**src/rtl/leaky_relu_backward.sv**
```systemverilog
`default_nettype none
// ============================================================================
// leaky_relu_backward : sign-mask FIFO gating upstream gradients by 1 or 13/64
// Revision 1.0
// ============================================================================
module leaky_relu_backward #(
   parameter int DATA_WIDTH = 16,
   parameter int DEPTH      = 256,
   parameter int ADDR_WIDTH = 8
) (
   input  logic                         clk,
   input  logic                         rst,
   input  logic                         mask_clr,
   input  logic                         fwd_valid,
   input  logic signed [DATA_WIDTH-1:0] fwd_data,
   input  logic                         grad_valid,
   input  logic signed [DATA_WIDTH-1:0] grad_in,
   output logic                         grad_ready,
   output logic                         grad_out_valid,
   output logic signed [DATA_WIDTH-1:0] grad_out,
   output logic [ADDR_WIDTH:0]          mask_count,
   output logic                         mask_full,
   output logic                         mask_empty,
   output logic                         overflow_err,
   output logic                         underflow_err
);

   localparam logic [ADDR_WIDTH:0]          C_FULL_COUNT = (ADDR_WIDTH+1)'(DEPTH);
   localparam logic [ADDR_WIDTH:0]          C_CNT_ONE    = (ADDR_WIDTH+1)'(1);
   localparam logic [ADDR_WIDTH-1:0]        C_PTR_ONE    = ADDR_WIDTH'(1);
   localparam logic signed [DATA_WIDTH-1:0] C_ZERO       = '0;

   logic                         mask_mem [DEPTH];

   logic [ADDR_WIDTH-1:0]        wr_ptr_q, wr_ptr_d;
   logic [ADDR_WIDTH-1:0]        rd_ptr_q, rd_ptr_d;
   logic [ADDR_WIDTH:0]          count_q, count_d;
   logic                         ovf_q, ovf_d;
   logic                         udf_q, udf_d;
   logic                         out_valid_q, out_valid_d;
   logic signed [DATA_WIDTH-1:0] out_q, out_d;

   logic                         empty, full, push, pop, rd_mask, fwd_neg;
   logic signed [DATA_WIDTH-1:0] scaled;

   assign empty   = (count_q == '0);
   assign full    = (count_q == C_FULL_COUNT);
   assign fwd_neg = (fwd_data < C_ZERO);
   assign pop     = grad_valid && !empty;
   // A pop frees a slot this cycle, so a full FIFO still accepts the push.
   assign push    = fwd_valid && (!full || pop) && !mask_clr;
   assign rd_mask = mask_mem[rd_ptr_q];
   assign scaled  = (grad_in >>> 3) + (grad_in >>> 4) + (grad_in >>> 6);

   always_comb begin
      wr_ptr_d    = wr_ptr_q;
      rd_ptr_d    = rd_ptr_q;
      count_d     = count_q;
      ovf_d       = ovf_q;
      udf_d       = udf_q;
      out_valid_d = pop;
      out_d       = out_q;

      if (push) wr_ptr_d = wr_ptr_q + C_PTR_ONE;
      if (pop)  rd_ptr_d = rd_ptr_q + C_PTR_ONE;

      case ({push, pop})
         2'b10:   count_d = count_q + C_CNT_ONE;
         2'b01:   count_d = count_q - C_CNT_ONE;
         default: count_d = count_q;
      endcase

      if (fwd_valid && full && !pop) ovf_d = 1'b1;
      if (grad_valid && empty)       udf_d = 1'b1;

      if (pop) out_d = rd_mask ? scaled : grad_in;

      // Flush resets bookkeeping only; a pop issued alongside still delivers.
      if (mask_clr) begin
         wr_ptr_d = '0;
         rd_ptr_d = '0;
         count_d  = '0;
         ovf_d    = 1'b0;
         udf_d    = 1'b0;
      end
   end

   always_ff @(posedge clk) begin
      if (rst) begin
         wr_ptr_q    <= '0;
         rd_ptr_q    <= '0;
         count_q     <= '0;
         ovf_q       <= 1'b0;
         udf_q       <= 1'b0;
         out_valid_q <= 1'b0;
         out_q       <= '0;
      end else begin
         wr_ptr_q    <= wr_ptr_d;
         rd_ptr_q    <= rd_ptr_d;
         count_q     <= count_d;
         ovf_q       <= ovf_d;
         udf_q       <= udf_d;
         out_valid_q <= out_valid_d;
         out_q       <= out_d;
      end
   end

   always_ff @(posedge clk) begin
      if (push) mask_mem[wr_ptr_q] <= fwd_neg;
   end

   assign grad_ready     = !empty;
   assign grad_out_valid = out_valid_q;
   assign grad_out       = out_q;
   assign mask_count     = count_q;
   assign mask_full      = full;
   assign mask_empty     = empty;
   assign overflow_err   = ovf_q;
   assign underflow_err  = udf_q;

endmodule
`default_nettype wire

```
**config.mk**
```make
export PLATFORM = sky130hd
export DESIGN_NAME = leaky_relu_backward
export DESIGN_NICKNAME = d
export VERILOG_FILES = /design/src/rtl/leaky_relu_backward.sv
export SDC_FILE = /design/constraint.sdc
export NUM_CORES = 1
export LEC_CHECK = 0
export ABC_AREA = 1
export CAP_MARGIN = 20
export CORE_UTILIZATION = 30
export DETAILED_ROUTE_END_ITERATION = 8
export GPL_ROUTABILITY_DRIVEN = 0
export PLACE_DENSITY = 0.41
export RECOVER_POWER = 25
export SLEW_MARGIN = 20
export SYNTH_ARGS = -nofsm -noshare
export SYNTH_HDL_FRONTEND = slang
export SYNTH_SLANG_ARGS = --single-unit
```
**constraint.sdc**
```tcl
create_clock -name clk -period 3.6 [get_ports clk]
set_input_delay 0.72 -clock clk [delete_from_list [all_inputs] [get_ports clk]]
set_output_delay 0.72 -clock clk [all_outputs]
set_load 0.02 [all_outputs]
```
Word level (Yosys, flattened, before mapping):

Memories as Yosys holds them, arrays and structs flattened. A register that Yosys moved wholly into a read port is not among the register bits.
Cells that the tools add are included.

* equal/unequal tests: 3
* multipliers: 0
* order comparisons: 1
* shifts and indexed selects: 0
* multiplexer cells: 6
* divide/modulo/power cells: 0
* add/subtract/negate cells: 6
* bitwise logic cells: 0
* reduce and logical (&&, ||, !) cells: 14

Operator list (count)
* one-hot mux 9 bit (2 select lines): 1
* adder 8 x 1 -> 8 bit, second input constant: 2
* less-than comparator 16 x 1 -> 1 bit, second input constant: 1
* 2-to-1 mux 16 bit: 1
* 2-to-1 mux 8 bit: 2
* adder 14 x 10 -> 15 bit: 1
* adder 13 x 12 -> 14 bit: 1
* adder 9 x 1 -> 9 bit, second input constant: 1
* equality test 9 bit, second input constant: 1
* logical NOT 9 bit: 1
* subtractor 9 x 1 -> 9 bit, second input constant: 1
* logical AND 1 bit: 6
* logical NOT 1 bit: 4
* equality test 2 x 1 -> 1 bit, second input constant: 1
* equality test 2 bit, second input constant: 1
* 2-to-1 mux 1 bit: 2
* nonzero test 2 bit: 1
* OR reduction 2 bit: 1
* logical OR 1 bit: 1

* bits in latches: 0
* memory bits (writable): 256
* register bits: 44
* input port bits: 37
* ROM bits: 0
* memories kept: 1

Memory list
* mask_mem: words 256, width 1, rd ports 1, clocked after Yosys merged registers in 1, wr ports 1, line 33 `logic mask_mem [DEPTH];`

Longest topological paths before layout:

* word-level depth: 8
* gate-level depth with buffers: 26
* depth with buffers taken out: 23

Worst setup path before layout:

Ideal clock, no wire load.

* path type: register to register
* start: register count_q[2] (netlist: mask_count[2])
* end: register count_q[8] (netlist: mask_count[8])
* path buffers: 3
* stages on the path, launching flop included: 27
* arrival: 3.503 ns
* period minus slack after synthesis: 3.635 ns
* required time: 3.468 ns
* library setup time: 0.132 ns
* slack: -0.035 ns
* path through: dfxtp_1 -> inv_1 -> nand3_1 -> nor2_1 -> nand2_1 -> inv_1 -> nor2_1 -> clkbuf_1 -> clkbuf_1 -> ha_1 -> buf_4 -> xor2_1 -> ha_1 -> a21oi_1 -> inv_1 -> nand3_1 -> nand3_1 -> nand2_1 -> nand2_1 -> nand2_1 -> nand2_1 -> and2_1 -> nand2_1 -> nand2_1 -> xor2_1 -> nand2_1 -> a21oi_1

* longest elaborated chain between the ends: 8
* elaborated cells on any way between the ends: 14
* those cells by class: add/sub: 2; eq/ne: 3; mux: 1; reduce/logical: 8

RTL lines
* from (decl): line 37 `logic [ADDR_WIDTH:0] count_q, count_d;`
* from (signal assigned): line 100 `count_q <= count_d;`
* logical NOT 9 bit (*): line 46 `assign empty = (count_q == '0);`
* logical NOT 1 bit (*)
* net grad_ready: line 18 `output logic grad_ready,`
* logical AND 1 bit (*): line 49 `assign pop = grad_valid && !empty;`
* net out_valid_d: line 40 `logic out_valid_q, out_valid_d;`
* logical OR 1 bit: line 51 `assign push = fwd_valid && (!full || pop) && !mask_clr;`
* logical AND 1 bit (2 in a row): line 51
* equality test 2 x 1 -> 1 bit or equality test 2 bit (tied branches): line 67 `case ({push, pop})`
* one-hot mux 9 bit (2 select lines) or nonzero test 2 bit (tied branches)

Mark *: on every way through the listed nets, which the timed path passes. The rest lies on a longest branch.
A chain may end at the register's enable or synchronous reset.

Final worst setup path:

* start: register count_q[6] (netlist: mask_count[6])
* end: register count_q[7] (netlist: mask_count[7])

* longest elaborated chain between the ends: 8
* elaborated cells on any way between the ends: 14
* those cells by class: add/sub: 2; eq/ne: 3; mux: 1; reduce/logical: 8

RTL lines (line)
* logical NOT 9 bit: 46
* logical NOT 1 bit: 49
* logical AND 1 bit: 49
* logical OR 1 bit: 51
* logical AND 1 bit (2 in a row): 51
* equality test 2 x 1 -> 1 bit or equality test 2 bit (tied branches): 67
* one-hot mux 9 bit (2 select lines) or nonzero test 2 bit (tied branches)

Several ways; a longest one is shown, not always the timed one.

==> impl_results.md <==
* Status: complete, but fails checks
* Failing checks: capacitance limit, slew limit
* Clk network pwr share at 37.6%
* Synth Warn # at 0
* Static Leakage at 6.11 nW
* Hold path start: overflow_err
* Min-Delay Endpoint: overflow_err
* Worst Skew at ~0.028 ns
* Layout cells sized above 1 at ~6.3%
* FP Rows at 80
* Synth top area share at between 50 and 60%
* DIE HEIGHT at 224 um
* Post-Syn Nets at 1,669
* Vias/cell at 4.78
* WL per Instance at 18.6 um
* Critical-path top delay cell: dfxtp_1
* Top post-synthesis cells by area: edfxtp_1, nand3_1, nand2_1
* Port bufs at 52
* Worst path max stage delay at 0.37 ns
* Sink Count at 308
* Reg power frac at 42.5%
* Worst-margin pin slew at 1.92 ns
* Count of final setup violators at 0
* Sequential share of the synthesized area at roughly three fifths
* ANT nets after route at 0
* Crit path kind: reg2reg
* GRT Residual Overflow at 0
* Top-count cell post-synth: nand2_1
* Nature of the critical path endpoint: register
* WP buf/inv at 2
* Synth Register Bits at 308
* Top delay family on crit path: simple AND/OR/NAND/NOR gates
* Mean Syn Cell Area at 9.22 um^2
* Overall power at 9.52 mW
* Unrepaired setup endpoints after global routing: false
* Final period util at 85.4%
* CTS buffer count at 37
* Startpoint Class: register
* Post-synth cell types at 37
* Power per cell area at 555 nW/um^2
* Post-CTS setup buffers at 0
* Post-CTS Resized at 0
* Worst-path cell chain: nor2_1 -> nand3_1 -> nor3_1 -> nand2_1 -> nand3_1 -> ha_1 -> buf_4 -> xor2_1 -> nand3_1 -> nand3_1 -> nand2_1 -> nand2_1 -> a21boi_0 -> o21ai_0 -> nand2_1 -> a21o_1 -> nand3_1 -> nand2_1 -> inv_1
* Clk buf depth at 3
* Final std cells w/o fill at 2,327
* DRC violations left at 0
* CTS tree: done
* Main synth FF type: edfxtp_1
* Worst path arrival time at 3.55 ns
* R2R Path End: mask_count[7]
* Area leader, netlist: edfxtp_1
* Vias in the first global route at approximately 11,000
* MaxCap Viol Count at 1
* Top cells by count, synth: nand2_1, nor2_1, nand3_1
* WHS Path Cells at 2
* Internal at between 6 and 7 mW
* Routed Wire Length at 43,300 um
* CTS Root Buffer Type: clkbuf_16
* Area Overhead vs Synth at 16.1%
* Core ar. at 48,100 um^2
* Placed wire-length estimate at 24,900 um
* Total number of vias at 11,100
* Fin. Hold Viols at 0
* Pre-antenna DRT Iters at 4
* Synthesized area at about 15,000 um^2
* Setup TNS at 0 ns
* Comb pwr share at 19.9%
* Minimum clock period at 3.08 ns
* R2R depth at 19
* R2R Path Start: mask_count[6]
* P_sw at around 2.8 mW
* DIE AREA at between 50,000 and 60,000 um^2
* Hold_buf cts at 0
* Cells after Synth at 1,601
* Final nets at 1,712
* # H-tree levels at 2
* Cells after DPL at around 2,300
* Initial antenna violation count at 0
* Relative slew margins at -27.7%
* Initial core utilization at 30.7%
* CTS clock-pin slew for the worst setup and hold paths at 0.06 ns
* Max Fclk at 0.325 GHz
* FFs w/ async S/R, synth at 0%
* Diodes inserted at 0
* Switching Share at 29.1%
* Drt initial violations at 671
* Crit Path Max Fanout at 8
* HP Class: reg2reg
* Num ports at 68
* WP depth at 19
* First-pass GRT wire length at 66,500 um
* R2r setup slk at 0.52 ns
* Critical Path RT at 4.08 ns
* Post-synth EDFFs at 256
* Final Slew Violations at 104
* Width of the chip at roughly 220 um
* Pin count of the biggest net entering global routing at 104
* GRT Total Usage at 17.6%
* Peak supply drop at 377 uV
* Clock Latency Late Sink at 0.55 ns
[worst max-delay path by stage]
stage,startpoint,end,slack [ns]
after floorplan,mask_count[2],mask_count[8],0.08
after global placement,grad_in[7],grad_out[10],0.11
after detailed placement,grad_in[7],grad_out[10],0.14
after CTS,mask_count[0],mask_count[7],0.49
after global routing,fwd_data[15],mask_mem[112],0.18
final,mask_count[6],mask_count[7],0.52
[cells in the final DEF, fill, tap and decap left out, types with 3 or more instances in the layout]
master and count:
clkdlybuf4s50_1 51, edfxtp_1 256, nand3_1 282, fa_1 12, a21oi_1 33, nor2_1 309, clkbuf_16 38, clkbuf_2 3
xnor2_1 6, nand2_1 372, inv_1 81, xor2_1 16, nor3_1 8, clkbuf_1 14, nand4_1 9, ha_1 19
buf_4 42, dfxtp_1 49, o21ai_0 22, buf_12 5, clkinv_1 9
[through the flow]
step / instance area [um^2] / utilization (%) / setup slack, ns / hold WS, ns
after floorplan: 14800 / - / 0.0757 / 0.455
after global placement: 16000 / 33.3 / 0.108 / 0.444
after detailed placement: 16000 / 33.3 / 0.136 / 0.445
after CTS: 17200 / 35.7 / 0.487 / 0.457
after global routing: 17100 / 35.6 / 0.181 / 0.471
final: 17100 / 35.6 / 0.524 / 0.452
[layout make-up]
cell class              instances  area (um^2)
fillers                      4982        31000
flip-flops and latches        308         8730
multi-input cells            1110         5180
clock buffers                  52         1010
repair buffers                102          945
well taps                     656          821
inverters                      85          322
clock inverters                14          125
[power groups by stage]
stage | registers (mW) | logic (mW) | clock network, mW
after floorplan | 4.19 | 1.15 | 0
after detailed placement | 4.11 | 1.92 | 0
after CTS | 4.04 | 1.93 | 3.70
final | 4.05 | 1.89 | 3.58
after global placement | 4.12 | 1.93 | 0
after global routing | 4.06 | 2.11 | 3.84
[registers in the layout, summed over array words and instances, names as in the netlist, named ones only]
signal          count
underflow_err       1
grad_out           16
mask_count          9
overflow_err        1
wr_ptr_q            8
mask_mem          256
grad_out_valid      1
rd_ptr_q            8
[routing by layer]
metal	wire, um	vias up	track usage [%]
met3	1390	66	2.11
met5	0	-	0
met2	20100	183	28.7
li1	-	5418	-
met4	995	0	5.28
met1	20800	5446	24.4
[tightest hold or removal path: stages, from the launching register on]
cell,delay [ns]
dfxtp_1,0.31
inv_1,0.05
a21oi_1,0.05
[cell families after synthesis]
logic type / count (synthesis) / share of synthesized area [%]
xor+xnor: 22 / 1.31
compound gates: 69 / 2.59
fa+ha+maj: 31 / 3.24
flops: 308 / 59.1
buf+inv: 183 / 5.82
simple gates: 988 / 27.9
No activity file was read; power rests on OpenSTA's default activity.
